==> config.mk <==
export PLATFORM = sky130hd
export DESIGN_NAME = usb2_packet_rx
export DESIGN_NICKNAME = d
export VERILOG_FILES = /design/src/rtl/usb2_packet_rx.sv
export SDC_FILE = /design/constraint.sdc
export NUM_CORES = 1
export LEC_CHECK = 0
export CAP_MARGIN = 20
export CORE_MARGIN = 4
export CORE_UTILIZATION = 45
export DETAILED_ROUTE_END_ITERATION = 12
export PLACE_DENSITY = 0.71
export SETUP_SLACK_MARGIN = 0.5
export SLEW_MARGIN = 20
export SYNTH_ARGS = -nofsm -noshare
export SYNTH_HDL_FRONTEND = slang
export SYNTH_SLANG_ARGS = --single-unit
export TNS_END_PERCENT = 5
==> constraint.sdc <==
create_clock -name phy_clk -period 2.7 [get_ports phy_clk]
set_clock_uncertainty 0.2 [all_clocks]
set_input_delay 0.54 -clock phy_clk [delete_from_list [all_inputs] [get_ports phy_clk]]
set_output_delay 0.54 -clock phy_clk [all_outputs]
set_load 0.02 [all_outputs]
==> src/rtl/usb2_packet_rx.sv <==
// usb2_packet_rx
// Receive-side USB 2.0 packet decoder sitting behind the ULPI link block
// (phy_clk domain). Each contiguous in_act high period is one packet.
// The first latched byte is the PID, which is validated and classified.
// Tokens are CRC5 checked and split into address, endpoint and frame fields.
// Data payload is CRC16 checked and streamed out with the PID and CRC bytes
// removed. Handshakes are length checked.
//
// Ports
//   phy_clk, reset_n          clock, asynchronous active-low reset
//   in_act, in_byte, in_latch raw link byte stream
//   tok_*                     decoded token (tok_valid pulses once)
//   hs_*                      decoded handshake (hs_valid pulses once)
//   dat_*                     data packet start, payload stream, end status
//   err_pid/err_crc/err_len   one-cycle error pulses, at most one per packet
//   fsm_state                 current decoder state, for observation
//
// Handshake semantics: there is no back-pressure. A byte is consumed exactly
// when in_latch=1 and in_act=1. Every output is registered. The *_valid,
// *_start, *_end and err_* outputs are single-cycle pulses.
module usb2_packet_rx #(
   parameter int MAX_DATA = 1024
) (
   input  logic        phy_clk,
   input  logic        reset_n,
   input  logic        in_act,
   input  logic [7:0]  in_byte,
   input  logic        in_latch,
   output logic        tok_valid,
   output logic [3:0]  tok_pid,
   output logic [6:0]  tok_addr,
   output logic [3:0]  tok_endp,
   output logic [10:0] tok_frame,
   output logic        hs_valid,
   output logic [3:0]  hs_pid,
   output logic        dat_start,
   output logic [3:0]  dat_pid,
   output logic        dat_valid,
   output logic [7:0]  dat_byte,
   output logic        dat_end,
   output logic        dat_crc_ok,
   output logic [10:0] dat_len,
   output logic        err_pid,
   output logic        err_crc,
   output logic        err_len,
   output logic [2:0]  fsm_state
);

   typedef enum logic [2:0] {
      ST_IDLE    = 3'd0,
      ST_PID     = 3'd1,
      ST_TOKEN   = 3'd2,
      ST_DATA    = 3'd3,
      ST_HS      = 3'd4,
      ST_DISCARD = 3'd5,
      ST_END     = 3'd6
   } state_t;

   // The byte counter counts every byte after the PID, CRC bytes included.
   localparam logic [10:0] PAY_LIM = 11'(MAX_DATA + 2);
   localparam logic [10:0] CNT_SAT = 11'(MAX_DATA + 3);
   localparam logic [10:0] LEN_OVF = 11'(MAX_DATA + 1);

   state_t      state, state_nxt;
   logic        act_q;
   logic [10:0] cnt;
   logic [7:0]  d0, d1;
   logic [4:0]  crc5;
   logic [15:0] crc16;
   logic [3:0]  pid_q;
   logic        rx_state, pid_lat, body_lat, rx_end;

   function automatic state_t pid_class(input logic [7:0] b);
      state_t r;
      if (b[7:4] != ~b[3:0])                       r = ST_DISCARD;
      else if (b[1:0] == 2'b01 || b[3:0] == 4'b0100) r = ST_TOKEN;
      else if (b[1:0] == 2'b11)                    r = ST_DATA;
      else if (b[1:0] == 2'b10)                    r = ST_HS;
      else                                         r = ST_DISCARD;
      return r;
   endfunction

   // CRC5 in the conventional (left-shifting) register, bits taken LSB first.
   function automatic logic [4:0] crc5_byte(input logic [4:0] c, input logic [7:0] b);
      logic [4:0] r;
      logic       fb;
      r = c;
      for (int i = 0; i < 8; i++) begin
         fb = b[i] ^ r[4];
         r  = {r[3:0], 1'b0};
         if (fb) r = r ^ 5'b00101;
      end
      return r;
   endfunction

   // CRC16 in the reflected (right-shifting) register; good residual is 16'hB001.
   function automatic logic [15:0] crc16_byte(input logic [15:0] c, input logic [7:0] b);
      logic [15:0] r;
      logic        fb;
      r = c;
      for (int i = 0; i < 8; i++) begin
         fb = b[i] ^ r[0];
         r  = {1'b0, r[15:1]};
         if (fb) r = r ^ 16'hA001;
      end
      return r;
   endfunction

   // A packet may only start on a genuine in_act rising edge. act_q resets
   // high so that a packet cut in half by reset is ignored until in_act drops.
   always_comb begin
      rx_state = (state == ST_TOKEN) || (state == ST_DATA) || (state == ST_HS);
      pid_lat  = in_act && in_latch &&
                 ((state == ST_PID) || (!act_q && (state == ST_IDLE || state == ST_END)));
      body_lat = in_act && in_latch && rx_state;
      rx_end   = !in_act && rx_state;
   end

   always_comb begin
      state_nxt = state;
      case (state)
         ST_IDLE, ST_END: begin
            state_nxt = ST_IDLE;
            if (in_act && !act_q) state_nxt = in_latch ? pid_class(in_byte) : ST_PID;
         end
         ST_PID: begin
            if (!in_act)       state_nxt = ST_IDLE;
            else if (in_latch) state_nxt = pid_class(in_byte);
         end
         ST_TOKEN, ST_DATA, ST_HS: begin
            if (!in_act) state_nxt = ST_END;
         end
         ST_DISCARD: begin
            if (!in_act) state_nxt = ST_IDLE;
         end
         default: state_nxt = ST_IDLE;
      endcase
   end

   always_ff @(posedge phy_clk or negedge reset_n) begin
      if (!reset_n) begin
         state <= ST_IDLE;
         act_q <= 1'b1;
      end else begin
         state <= state_nxt;
         act_q <= in_act;
      end
   end

   assign fsm_state = state;

   always_ff @(posedge phy_clk or negedge reset_n) begin
      if (!reset_n) begin
         cnt        <= '0;
         d0         <= '0;
         d1         <= '0;
         crc5       <= '0;
         crc16      <= '0;
         pid_q      <= '0;
         tok_valid  <= 1'b0;
         tok_pid    <= '0;
         tok_addr   <= '0;
         tok_endp   <= '0;
         tok_frame  <= '0;
         hs_valid   <= 1'b0;
         hs_pid     <= '0;
         dat_start  <= 1'b0;
         dat_pid    <= '0;
         dat_valid  <= 1'b0;
         dat_byte   <= '0;
         dat_end    <= 1'b0;
         dat_crc_ok <= 1'b0;
         dat_len    <= '0;
         err_pid    <= 1'b0;
         err_crc    <= 1'b0;
         err_len    <= 1'b0;
      end else begin
         tok_valid  <= 1'b0;
         hs_valid   <= 1'b0;
         dat_start  <= 1'b0;
         dat_valid  <= 1'b0;
         dat_end    <= 1'b0;
         dat_crc_ok <= 1'b0;
         err_pid    <= 1'b0;
         err_crc    <= 1'b0;
         err_len    <= 1'b0;

         if (pid_lat) begin
            cnt   <= '0;
            crc5  <= 5'b11111;
            crc16 <= 16'hFFFF;
            pid_q <= in_byte[3:0];
            if (in_byte[7:4] != ~in_byte[3:0]) begin
               err_pid <= 1'b1;
            end else if (pid_class(in_byte) == ST_DATA) begin
               dat_start <= 1'b1;
               dat_pid   <= in_byte[3:0];
            end
         end

         if (body_lat) begin
            if (cnt != CNT_SAT) cnt <= cnt + 11'd1;
            d0    <= in_byte;
            d1    <= d0;
            crc5  <= crc5_byte(crc5, in_byte);
            crc16 <= crc16_byte(crc16, in_byte);
            // d1 is two bytes behind the incoming one, so it can never be CRC.
            if (state == ST_DATA && cnt >= 11'd2 && cnt < PAY_LIM) begin
               dat_valid <= 1'b1;
               dat_byte  <= d1;
            end
         end

         if (rx_end) begin
            case (state)
               ST_TOKEN: begin
                  if (cnt != 11'd2)          err_len <= 1'b1;
                  else if (crc5 != 5'b01100) err_crc <= 1'b1;
                  else begin
                     tok_valid <= 1'b1;
                     tok_pid   <= pid_q;
                     tok_addr  <= d1[6:0];
                     tok_endp  <= {d0[2:0], d1[7]};
                     tok_frame <= {d0[2:0], d1};
                  end
               end
               ST_HS: begin
                  if (cnt != 11'd0) err_len <= 1'b1;
                  else begin
                     hs_valid <= 1'b1;
                     hs_pid   <= pid_q;
                  end
               end
               default: begin
                  dat_end <= 1'b1;
                  if (cnt < 11'd2) begin
                     err_len <= 1'b1;
                     dat_len <= '0;
                  end else if (cnt > PAY_LIM) begin
                     err_len <= 1'b1;
                     dat_len <= LEN_OVF;
                  end else begin
                     dat_len <= cnt - 11'd2;
                     if (crc16 != 16'hB001) err_crc    <= 1'b1;
                     else                   dat_crc_ok <= 1'b1;
                  end
               end
            endcase
         end
      end
   end

endmodule

==> results.yml <==
routing:
  avgRoutedWirePerCell_um: 17.36
  num_vias: 4161
  routed_wl_um: 13230
  drc: 0
  drtIter0Drc: 239
  dr.pass1.iters: 4
  final_antenna_net_count: 0
  via_per_inst: 5.461
worst_setup_path:
  crit_chain: "or4_4 -> or3_4 -> nand2b_4 -> nor4_4 -> buf_4 -> buf_12 -> mux2_2"
  worstRegToRegCells: 7
  critPathCapture: "tok_pid[1]"
  cp_num_buf_inv: 2
  crit_arrival_ns: 2.69
  worstSetupStartpointType: "register"
  crit_start: "cnt[4]"
  worstPathRequired_ns: 2.74
  critPathKind: "reg2reg"
  slowest_delay_ns: 0.59
  critPathTopFamily: "simple AND/OR/NAND/NOR gates"
  crit_slowest_cell: "or4_4"
  r2r_slack_ns: 0.05
  worstPathMaxFanout: 8
  r2r_end: "tok_pid[1]"
  critPathCaptureType: "register"
  r2r-start: "cnt[4]"
  path_depth: 7
layout:
  seq_area_um2: 2681
  final_nets: 632
  fin_area_um2: 7104
  final_cell_mix: "104 x dfrtp_1, 92 x nand2_1, 67 x clkdlybuf4s50_1"
  area_growth_pct: 30.65
  drive_above_1_share: 0.2100
  diodes: 0
  final_common_cell: "dfrtp_1"
  multi_input_area_um2: 2623
  fillCellCount: 962
die:
  io_pins: 77
  rows: 39
  start_util: 0.4682
  dieArea_um2: 13910
  die_x_um: 117.9
  die_h_um: 117.9
  coreArea_um2: 11610
timing:
  fin_ws_ns: 0.04844
  rsz0062_at_grt: "yes"
  setup_viol: 0
  hold_ws_ns: 0.2680
  slew-limit-headroom: 0.6492
  max_freq_mhz: 377.1
  drv_slew: 0
  finalHoldViolations: 0
  finalCritPeriodShare: 0.9821
  tns_ns: 0
  tightest_slew_ns: 0.5207
  period_minus_slack_ns: 2.652
yosys:
  ys_warn_count: 0
  syn_inst: 513
  synth_fp_nets: 531
  synth-simple-area-share: 0.1765
  synth-main-ff-cell: "dfrtp_1"
  synth-xor-area-share: 0.09066
  synth_area_per_cell_um2: 10.60
  synth-edff-count: 0
  muxShareOfSynthArea: 0.06903
  synth.distinct_cells: 65
  yosysSeqAreaShare: 0.4926
  async_flop_share: 1.000
  synth-adder-area-share: 0.01381
  synth_top_family_by_area: "simple AND/OR/NAND/NOR gates"
  netlist_area_um2: 5438
  synth-compound-area-share: 0.1107
  ys_ff_latch: 107
global_routing:
  grt.total_usage: 0.1958
  grt_overflow: 0
  use_met1: 0.2598
  met2_usage: 0.3112
  grt_pass1_wl_um: 21960
  antenna_found_initial: 0
  gr-max-usage-layer: "met2"
  grt_start_max_net_pins: 68
  use_met3: 0.05094
  grt_pass1_vias: 4270
cts:
  insertion_delay_ns: 0.36
  cts_tree: "yes"
  clk_pin_slew_ns: 0.07
  tritoncts.num_buffers: 9
  root_buffer: "clkbuf_16"
  clock_sinks: 107
  clockBufferDepth: 2
  htree_levels: 3
job:
  cap_viol_max_count: 0
status:
  status: "finished clean"
place:
  gp_congestion: 0.8415
  pre_cts_ws_ns: -0.05713
  io_buffers: 76
  post_dp_cell_area_um2: 6588
  dp_hpwl_um: 9444
power:
  power_mw: 7.154
  vdd_drop_max_mv: 0.5890
  leakage_nw: 3.259
  cellPowerDensity_nw_per_um2: 1007
worst_hold_path:
  hold_path_class: "reg2reg"
## what timing repair did
| action | 4_1_cts | 5_1_grt |
|---|---|---|
| hold buffers | 1 | 0 |
| endpoints found under the setup margin | 77 | 93 |
| gates cloned | 0 | 1 |
| setup buffers | 0 | 3 |
| resized for setup | 0 | 36 |
| endpoints found under the hold margin | 8 | 0 |
| pin swaps | 1 | 5 |
## routing by layer
layer / routed length [µm] / vias up / part of all wire
li1: - / 1982 / -
met1: 5803 / 2068 / 0.44
met2: 6527 / 97 / 0.49
met3: 691 / 14 / 0.052
met4: 204 / 0 / 0.015
met5: 0 / - / 0
## synthesized netlist by cell type, types with 3 or more instances
master | count | area share
dfrtp_1 | 106 | 0.49
nand2_1 | 92 | 0.064
xnor2_1 | 42 | 0.068
clkbuf_1 | 26 | 0.018
mux2_2 | 20 | 0.041
nor2_1 | 17 | 0.012
a2bb2oi_1 | 12 | 0.019
nor3_1 | 12 | 0.011
o21ai_0 | 12 | 0.011
buf_4 | 11 | 0.015
mux2_4 | 10 | 0.028
a21oi_1 | 9 | 0.0083
inv_1 | 9 | 0.0062
xor2_1 | 9 | 0.014
o22a_1 | 8 | 0.013
nand3_1 | 7 | 0.0064
nor4_1 | 7 | 0.0081
and3_1 | 6 | 0.0069
ha_1 | 6 | 0.014
nand2b_1 | 6 | 0.0069
nor2b_1 | 5 | 0.0058
o31ai_1 | 5 | 0.0069
or2_2 | 5 | 0.0058
a211o_1 | 3 | 0.0048
a21o_1 | 3 | 0.0041
a221oi_1 | 3 | 0.0048
and2_1 | 3 | 0.0035
nor3b_1 | 3 | 0.0041
nor4b_1 | 3 | 0.0048
o22ai_1 | 3 | 0.0035
or4_1 | 3 | 0.0041
or4bb_1 | 3 | 0.0062
## sequential cells by signal, summed over array words and instances, names as in the netlist, 5 cells and up
| signal | flops |
|---|---|
| tok_addr | 6 |
| dat_len | 11 |
| crc16 | 16 |
| d0 | 8 |
| dat_byte | 8 |
| d1 | 8 |
| cnt | 11 |
| crc5 | 5 |
## layout make-up
type	instances	area share
clock inverter	4	0.007749
inverter	10	0.005284
sequential	107	0.3774
timing repair buffer	131	0.1791
multi-input combinational	355	0.3691
tap	143	0.02518
clock buffer	12	0.03610
## worst reg2reg max path, stage by stage, from the launching register on
cell and delay, ns:
dfrtp_1 0.39, or4_4 0.59, or3_4 0.39, nand2b_4 0.19, nor4_4 0.13, buf_4 0.18, buf_12 0.14, mux2_2 0.33
## logic make-up (layout without fill, tap and decap cells)
logic type,after synthesis,after routing
compound gates,79,79
xor+xnor,53,53
fa+ha+maj,6,6
buf+inv,51,157
flops,107,107
mux,30,30
simple gates,187,187
## metrics by stage
stage	utilization	std cells
final	0.6117	762
after global placement	0.5672	741
after CTS	0.5949	758
after floorplan	-	513
after detailed placement	0.5672	741
after global routing	0.6117	762
## power breakdown
group | switching, mW | total [mW] | internal (mW)
Sequential | 0.379 | 2.44 | 2.06
Clock | 0.587 | 1.36 | 0.777
Combinational | 1.65 | 3.35 | 1.70
## worst min path at each step
stage / from / to / slack (ns) / depth (start not counted)
floorplan: reset_n / cnt[0] / 0.04 / 0
global placement: reset_n / cnt[7] / 0.20 / 1
detailed placement: reset_n / cnt[7] / 0.19 / 1
CTS: d0[5] / d1[5] / 0.27 / 2
global route: dat_pid[0] / dat_pid[0] / 0.29 / 1
finish: d0[6] / d1[6] / 0.27 / 2
(Power assumes the default switching activity.)
